**src/rtl/mem_stage_pkg.sv**
```systemverilog
// -----------------------------------------------------------------------------
// mem_stage_pkg
// Purpose : Shared bus widths, the decoded EXE->MEM bus layout and a small
//           sign-extension helper used by the MEM pipeline stage.
// Contents: EXE_TO_MEM_BUS_WD / MEM_TO_WB_BUS_WD / MEM_TO_BY_BUS_WD widths,
//           exe_to_mem_t (packed, MSB->LSB matches the upstream bus),
//           byte-enable one-hot codes, sext8().
// -----------------------------------------------------------------------------
package mem_stage_pkg;

  localparam int EXE_TO_MEM_BUS_WD = 79;
  localparam int MEM_TO_WB_BUS_WD  = 70;
  localparam int MEM_TO_BY_BUS_WD  = 40;

  // Field order is MSB first, so a plain cast of the 79-bit bus unpacks it.
  typedef struct packed {
    logic [2:0]  sel_rf_w_data_valid_stage;
    logic        sel_rf_w_en;
    logic        sel_rf_w_data;
    logic        sel_data_ram_wd;
    logic [3:0]  data_ram_b_en;
    logic [4:0]  rf_w_addr;
    logic [31:0] alu_result;
    logic [31:0] inst_pc;
  } exe_to_mem_t;

  localparam logic [3:0] BEN_BYTE0 = 4'b0001;
  localparam logic [3:0] BEN_BYTE1 = 4'b0010;
  localparam logic [3:0] BEN_BYTE2 = 4'b0100;
  localparam logic [3:0] BEN_BYTE3 = 4'b1000;

  function automatic logic [31:0] sext8(input logic [7:0] b);
    return {{24{b[7]}}, b};
  endfunction

endpackage

```
**src/rtl/mem_load_align.sv**
```systemverilog
// -----------------------------------------------------------------------------
// mem_load_align
// Purpose : Combinational load alignment. Picks one byte of the read word via
//           a one-hot byte enable and sign-extends it, or passes the full word.
// Ports   : word     in  32  raw load word
//           b_en     in  4   one-hot byte enable
//           byte_sel in  1   1 = byte load, 0 = word load
//           data     out 32  aligned load result
// -----------------------------------------------------------------------------
module mem_load_align
  import mem_stage_pkg::*;
(
  input  logic [31:0] word,
  input  logic [3:0]  b_en,
  input  logic        byte_sel,
  output logic [31:0] data
);

  logic [7:0] byte_val;

  always_comb begin
    byte_val = 8'h00;
    case (b_en)
      BEN_BYTE0: byte_val = word[7:0];
      BEN_BYTE1: byte_val = word[15:8];
      BEN_BYTE2: byte_val = word[23:16];
      BEN_BYTE3: byte_val = word[31:24];
      default:   byte_val = 8'h00;  // non one-hot enable: no defined byte
    endcase
    data = byte_sel ? sext8(byte_val) : word;
  end

endmodule

```
**src/rtl/mem_stage.sv**
```systemverilog
// -----------------------------------------------------------------------------
// mem_stage
// Purpose : MEM pipeline stage. Registers the EXE->MEM bus, selects load data
//           (from the synchronous Data RAM or a held copy during stalls),
//           and forwards results to WB and to the bypass network.
// Ports   : clk, reset (sync, active-high)
//           EXE_to_MEM_bus[79], EXE_to_MEM_valid  in   upstream payload/valid
//           MEM_allow_in                           out  stage can accept
//           data_ram_r_data[32]                    in   RAM read data (1-cycle)
//           MEM_to_WB_bus[70], MEM_to_WB_valid     out  downstream payload/valid
//           WB_allow_in                            in   downstream ready
//           MEM_to_BY_bus[40]                      out  bypass information
//           perf_load_cnt[32], perf_stall_cnt[32]  out  performance counters
// Config  : MEM_PERF_CNT_EN defined -> counters implemented; otherwise the
//           counter ports are tied to zero.
// -----------------------------------------------------------------------------
module mem_stage
  import mem_stage_pkg::*;
(
  input  logic                         clk,
  input  logic                         reset,
  input  logic [EXE_TO_MEM_BUS_WD-1:0] EXE_to_MEM_bus,
  input  logic                         EXE_to_MEM_valid,
  output logic                         MEM_allow_in,
  input  logic [31:0]                  data_ram_r_data,
  output logic [MEM_TO_WB_BUS_WD-1:0]  MEM_to_WB_bus,
  output logic                         MEM_to_WB_valid,
  input  logic                         WB_allow_in,
  output logic [MEM_TO_BY_BUS_WD-1:0]  MEM_to_BY_bus,
  output logic [31:0]                  perf_load_cnt,
  output logic [31:0]                  perf_stall_cnt
);

  logic                         mem_valid_reg;
  logic [EXE_TO_MEM_BUS_WD-1:0] bus_reg;
  logic                         rdata_held_reg;
  logic [31:0]                  rdata_buf_reg;

  exe_to_mem_t bus;
  logic        accept;
  logic [31:0] load_src;
  logic [31:0] load_data;
  logic [31:0] rf_w_data;
  logic        sel_valid;

  assign bus          = exe_to_mem_t'(bus_reg);
  assign MEM_allow_in = ~mem_valid_reg | WB_allow_in;  // ready_go is always 1
  assign accept       = EXE_to_MEM_valid & MEM_allow_in;

  always_ff @(posedge clk) begin
    if (reset) begin
      mem_valid_reg  <= 1'b0;
      bus_reg        <= '0;
      rdata_held_reg <= 1'b0;
      rdata_buf_reg  <= '0;
    end else begin
      if (MEM_allow_in)
        mem_valid_reg <= EXE_to_MEM_valid;
      if (accept)
        bus_reg <= EXE_to_MEM_bus;
      // RAM data is only valid in the first cycle after acceptance; snapshot
      // it then so a stall of any length keeps returning the same value.
      if (!rdata_held_reg)
        rdata_buf_reg <= data_ram_r_data;
      rdata_held_reg <= ~accept;
    end
  end

  assign load_src = rdata_held_reg ? rdata_buf_reg : data_ram_r_data;

  mem_load_align u_align (
    .word     (load_src),
    .b_en     (bus.data_ram_b_en),
    .byte_sel (bus.sel_data_ram_wd),
    .data     (load_data)
  );

  assign rf_w_data       = bus.sel_rf_w_data ? load_data : bus.alu_result;
  assign sel_valid       = mem_valid_reg & bus.sel_rf_w_data_valid_stage[1];
  assign MEM_to_WB_valid = mem_valid_reg;
  assign MEM_to_WB_bus   = {bus.sel_rf_w_en, bus.rf_w_addr, rf_w_data, bus.inst_pc};
  assign MEM_to_BY_bus   = {bus.rf_w_addr, rf_w_data, sel_valid, mem_valid_reg,
                            bus.sel_rf_w_en};

  // Only stage bit 1 matters in MEM; the other stage bits belong to other stages.
  logic unused_stage_bits;
  assign unused_stage_bits = &{1'b0, bus.sel_rf_w_data_valid_stage[2],
                               bus.sel_rf_w_data_valid_stage[0]};

`ifdef MEM_PERF_CNT_EN
  logic [31:0] load_cnt_reg;
  logic [31:0] stall_cnt_reg;

  always_ff @(posedge clk) begin
    if (reset) begin
      load_cnt_reg  <= '0;
      stall_cnt_reg <= '0;
    end else begin
      if (mem_valid_reg & WB_allow_in & bus.sel_rf_w_data)
        load_cnt_reg <= load_cnt_reg + 32'd1;
      if (mem_valid_reg & ~WB_allow_in)
        stall_cnt_reg <= stall_cnt_reg + 32'd1;
    end
  end

  assign perf_load_cnt  = load_cnt_reg;
  assign perf_stall_cnt = stall_cnt_reg;
`else
  assign perf_load_cnt  = 32'd0;
  assign perf_stall_cnt = 32'd0;
`endif

endmodule

```
**config.mk**
```make
export PLATFORM = sky130hd
export DESIGN_NAME = mem_stage
export DESIGN_NICKNAME = d
export VERILOG_FILES = /design/src/rtl/mem_stage_pkg.sv /design/src/rtl/mem_load_align.sv /design/src/rtl/mem_stage.sv
export SDC_FILE = /design/constraint.sdc
export NUM_CORES = 1
export LEC_CHECK = 0
export ABC_AREA = 0
export BUFFER_PORTS_ARGS = -buffer_cell sky130_fd_sc_hd__buf_2
export CAP_MARGIN = 15
export CORE_MARGIN = 2
export CORE_UTILIZATION = 40
export CTS_CLUSTER_DIAMETER = 50
export DETAILED_ROUTE_END_ITERATION = 8
export PLACE_DENSITY = 0.71
export SLEW_MARGIN = 20
export SYNTH_ARGS = -nofsm -noshare
export SYNTH_HDL_FRONTEND = slang
export SYNTH_HIERARCHICAL = 1
export SYNTH_SLANG_ARGS = --single-unit
```
**constraint.sdc**
```tcl
create_clock -name clk -period 3.69 [get_ports clk]
set_clock_uncertainty 0.1 [all_clocks]
set_input_delay 0.369 -clock clk [delete_from_list [all_inputs] [get_ports clk]]
set_output_delay 0.369 -clock clk [all_outputs]
set_load 0.03 [all_outputs]
```
==> flow_metrics.py <==
metrics = {
    "yosys": {
        "synth_cells": 747,
        "synth_area_leaders": "dfxtp_1 (32%), buf_4 (16%), a21bo_1 (7.2%)",
        "syn_area_um2": 6922,
        "seq_area_frac_synth_pct": 32.10,
        "yosysUniqueCellTypes": 28,
        "ys_ff_latch": 111,
        "yosys_warnings": 6,
        "syn_area_per_cell_um2": 9.266,
        "synth_largest_area_cell": "dfxtp_1",
        "synth_top_area_share_pct": 32.10,
    },
    "sta": {
        "finalMaxSlewViolations": 0,
        "slew_headroom_pct": 41.71,
        "setup_ws_ns": 0.1502,
        "rsz0062_at_grt": "no",
        "worst_pin_slew_ns": 0.8743,
        "period_share_pct": 95.93,
        "setup_tns_ns": 0,
        "period_needed_ns": 3.540,
        "setup_viol": 0,
        "fmax_ghz": 0.2825,
        "whs_ns": 0.1689,
        "hold_viol": 0,
    },
    "route": {
        "met2_length_um": 7299,
        "met1_length_um": 7303,
        "route.met3.wl_um": 1052,
        "num_vias": 5171,
        "routedWlPerCell_um": 14.88,
        "ant_nets": 0,
        "drc_errors": 0,
        "top_layer_used": "met4",
        "viasPerCell": 4.792,
        "wl_um": 16050,
        "drt-initial-drc-count": 298,
        "first_pass_iters": 5,
    },
    "setup_path": {
        "worstPathArrival_ns": 3.07,
        "path_max_fanout": 14,
        "crit_type": "reg2out",
        "start_kind": "flip-flop",
        "critPathLaunch": "rdata_held_reg",
        "crit_top_cell": "mux2_2",
        "cp-end-kind": "output port",
        "worstPathCellList": "mux2_2, and3b_1, o21ai_0, a221o_1, buf_4, o21ai_2, mux2_2, buf_2",
        "critPathSlowestCell": "dfxtp_2",
        "r2r_start": "MEM_to_WB_valid",
        "r2r_cells": 4,
        "cp.required_ns": 3.22,
        "slowest_delay_ns": 0.53,
        "critPathCapture": "MEM_to_BY_bus[26]",
        "r2r-end": "bus[11]",
        "reg2reg_slack_ns": 1.85,
    },
    "global_route": {
        "grt_pass1_wl_um": 23970,
        "grt_pass1_vias": 4476,
        "overflow": 0,
        "antenna_found_initial": 3,
        "grt_max_degree": 112,
        "grtUsageTotal_pct": 16.71,
    },
    "run": {
        "drv_cap": 0,
    },
    "power_and_ir_drop": {
        "p_leak_nw": 3.580,
        "p_per_area_nw_per_um2": 409.1,
        "irDropWorstVdd_uv": 220.3,
        "power_mw": 3.056,
    },
    "floorplanning": {
        "die_w_um": 135.5,
        "core_area_um2": 17120,
        "start_util_pct": 40.44,
        "boundaryPins": 291,
        "dieArea_um2": 18370,
        "rows": 48,
        "die_h_um": 135.5,
    },
    "clocking": {
        "clk_latency_ns": 0.35,
        "clock-root-buffer": "clkbuf_16",
        "cts_repair_resize_count": 0,
        "clk_pin_slew_worst_paths_ns": 0.07,
        "cts.sinks": 111,
        "cts_inserted_buffers": 9,
        "clockBufferDepth": 2,
        "cts_tree": "done",
        "postCtsHoldBufs": 0,
        "postCtsSetupBuffers": 0,
        "cts-htree-levels": 3,
    },
    "hold_path": {
        "hold_path_class": "in2reg",
    },
    "final_layout": {
        "fin_util_pct": 43.64,
        "drive_gt1_share_pct": 42.24,
        "nNetsFinal": 961,
        "finalInstanceArea_um2": 7470,
        "largest_reg_flops": 77,
        "finalNonFillerCells": 1079,
        "syn2layout_area_growth_pct": 7.918,
    },
    "place": {
        "gp_congestion": 0.9182,
        "place_inst": 1060,
        "placed_area_um2": 7197,
        "dp.final_hpwl_um": 10930,
        "port-buffer-count": 224,
        "dp_worst_setup_slack_ns": 0.5673,
    },
    "run_status": {
        "status": "finished clean",
    },
}
[synth_stat cells, drive strengths merged]
library cell  number
and2               1
conb               1
nand3             77
o21ai             29
clkinv             1
a22oi             14
clkbuf            22
mux2              64
and3b              4
inv               26
nand2b             1
o2bb2ai            7
or2                2
buf              184
nor2b             36
a221o              1
nor2               2
a21bo             77
dfxtp            111
a21o               1
a21oi             79
o22a               7
[kinds of logic after synthesis]
| logic type | synth area share, % |
|---|---|
| AOI/OAI and AO/OA | 23.52 |
| DFF | 32.10 |
| buffers and inverters | 22.43 |
| other | 0.05418 |
| muxes | 11.98 |
| and+or+nand+nor | 9.906 |
[how the worst min path moves through the flow]
stage	start	end	slack (ns)	cells past startpoint
final	EXE_to_MEM_bus[77]	bus[77]	0.17	3
after global routing	EXE_to_MEM_bus[77]	bus[77]	0.15	3
after CTS	EXE_to_MEM_bus[77]	bus[77]	0.15	3
after detailed placement	bus[37]	bus[37]	0.45	2
after global placement	bus[27]	bus[27]	0.46	2
after floorplan	EXE_to_MEM_bus[69]	bus[69]	0.42	2
[power by group]
| part | switching (mW) | internal (mW) |
|---|---|---|
| clock network | 0.456 | 0.456 |
| registers | 0.0359 | 1.27 |
| logic | 0.538 | 0.299 |
| total | 1.03 | 2.03 |
[cells in the final DEF, fill, tap and decap left out, types with 9 or more instances in the layout]
cell type	n
o21ai_2	19
inv_1	26
clkbuf_16	9
a22oi_1	14
mux2_2	35
a21bo_2	27
mux2_4	29
conb_1	64
buf_2	222
a21bo_1	50
a21oi_1	79
nor2b_1	36
dfxtp_1	110
nand3_1	77
[cell type report]
cell class              instances  area, um^2
diodes                          4       10.01
clock buffers                  10       229.0
clock inverters                 5       33.78
fillers                      1755        9647
inverters                      27       101.3
multi-input cells             466        3383
flip-flops and latches        111        2223
well taps                     225       281.5
repair buffers                231        1207
[per-layer routing]
metal | global-route usage (%) | up-vias
met3 | 3.816 | 23
met1 | 23.09 | 2398
met4 | 7.176 | 0
met2 | 24.94 | 192
met5 | 0 | -
li1 | - | 2558
[worst max-delay path, delay by kind of cell (launching register included)]
| kind | cells | cell delay (ns) |
|---|---|---|
| AO/OA/AOI/OAI | 3 | 0.79 |
| buffers and inverters | 2 | 0.54 |
| flip-flops | 1 | 0.53 |
| multiplexers | 2 | 0.69 |
| AND/OR/NAND/NOR | 1 | 0.17 |
Note: power is estimated with default switching activity, not from simulation.
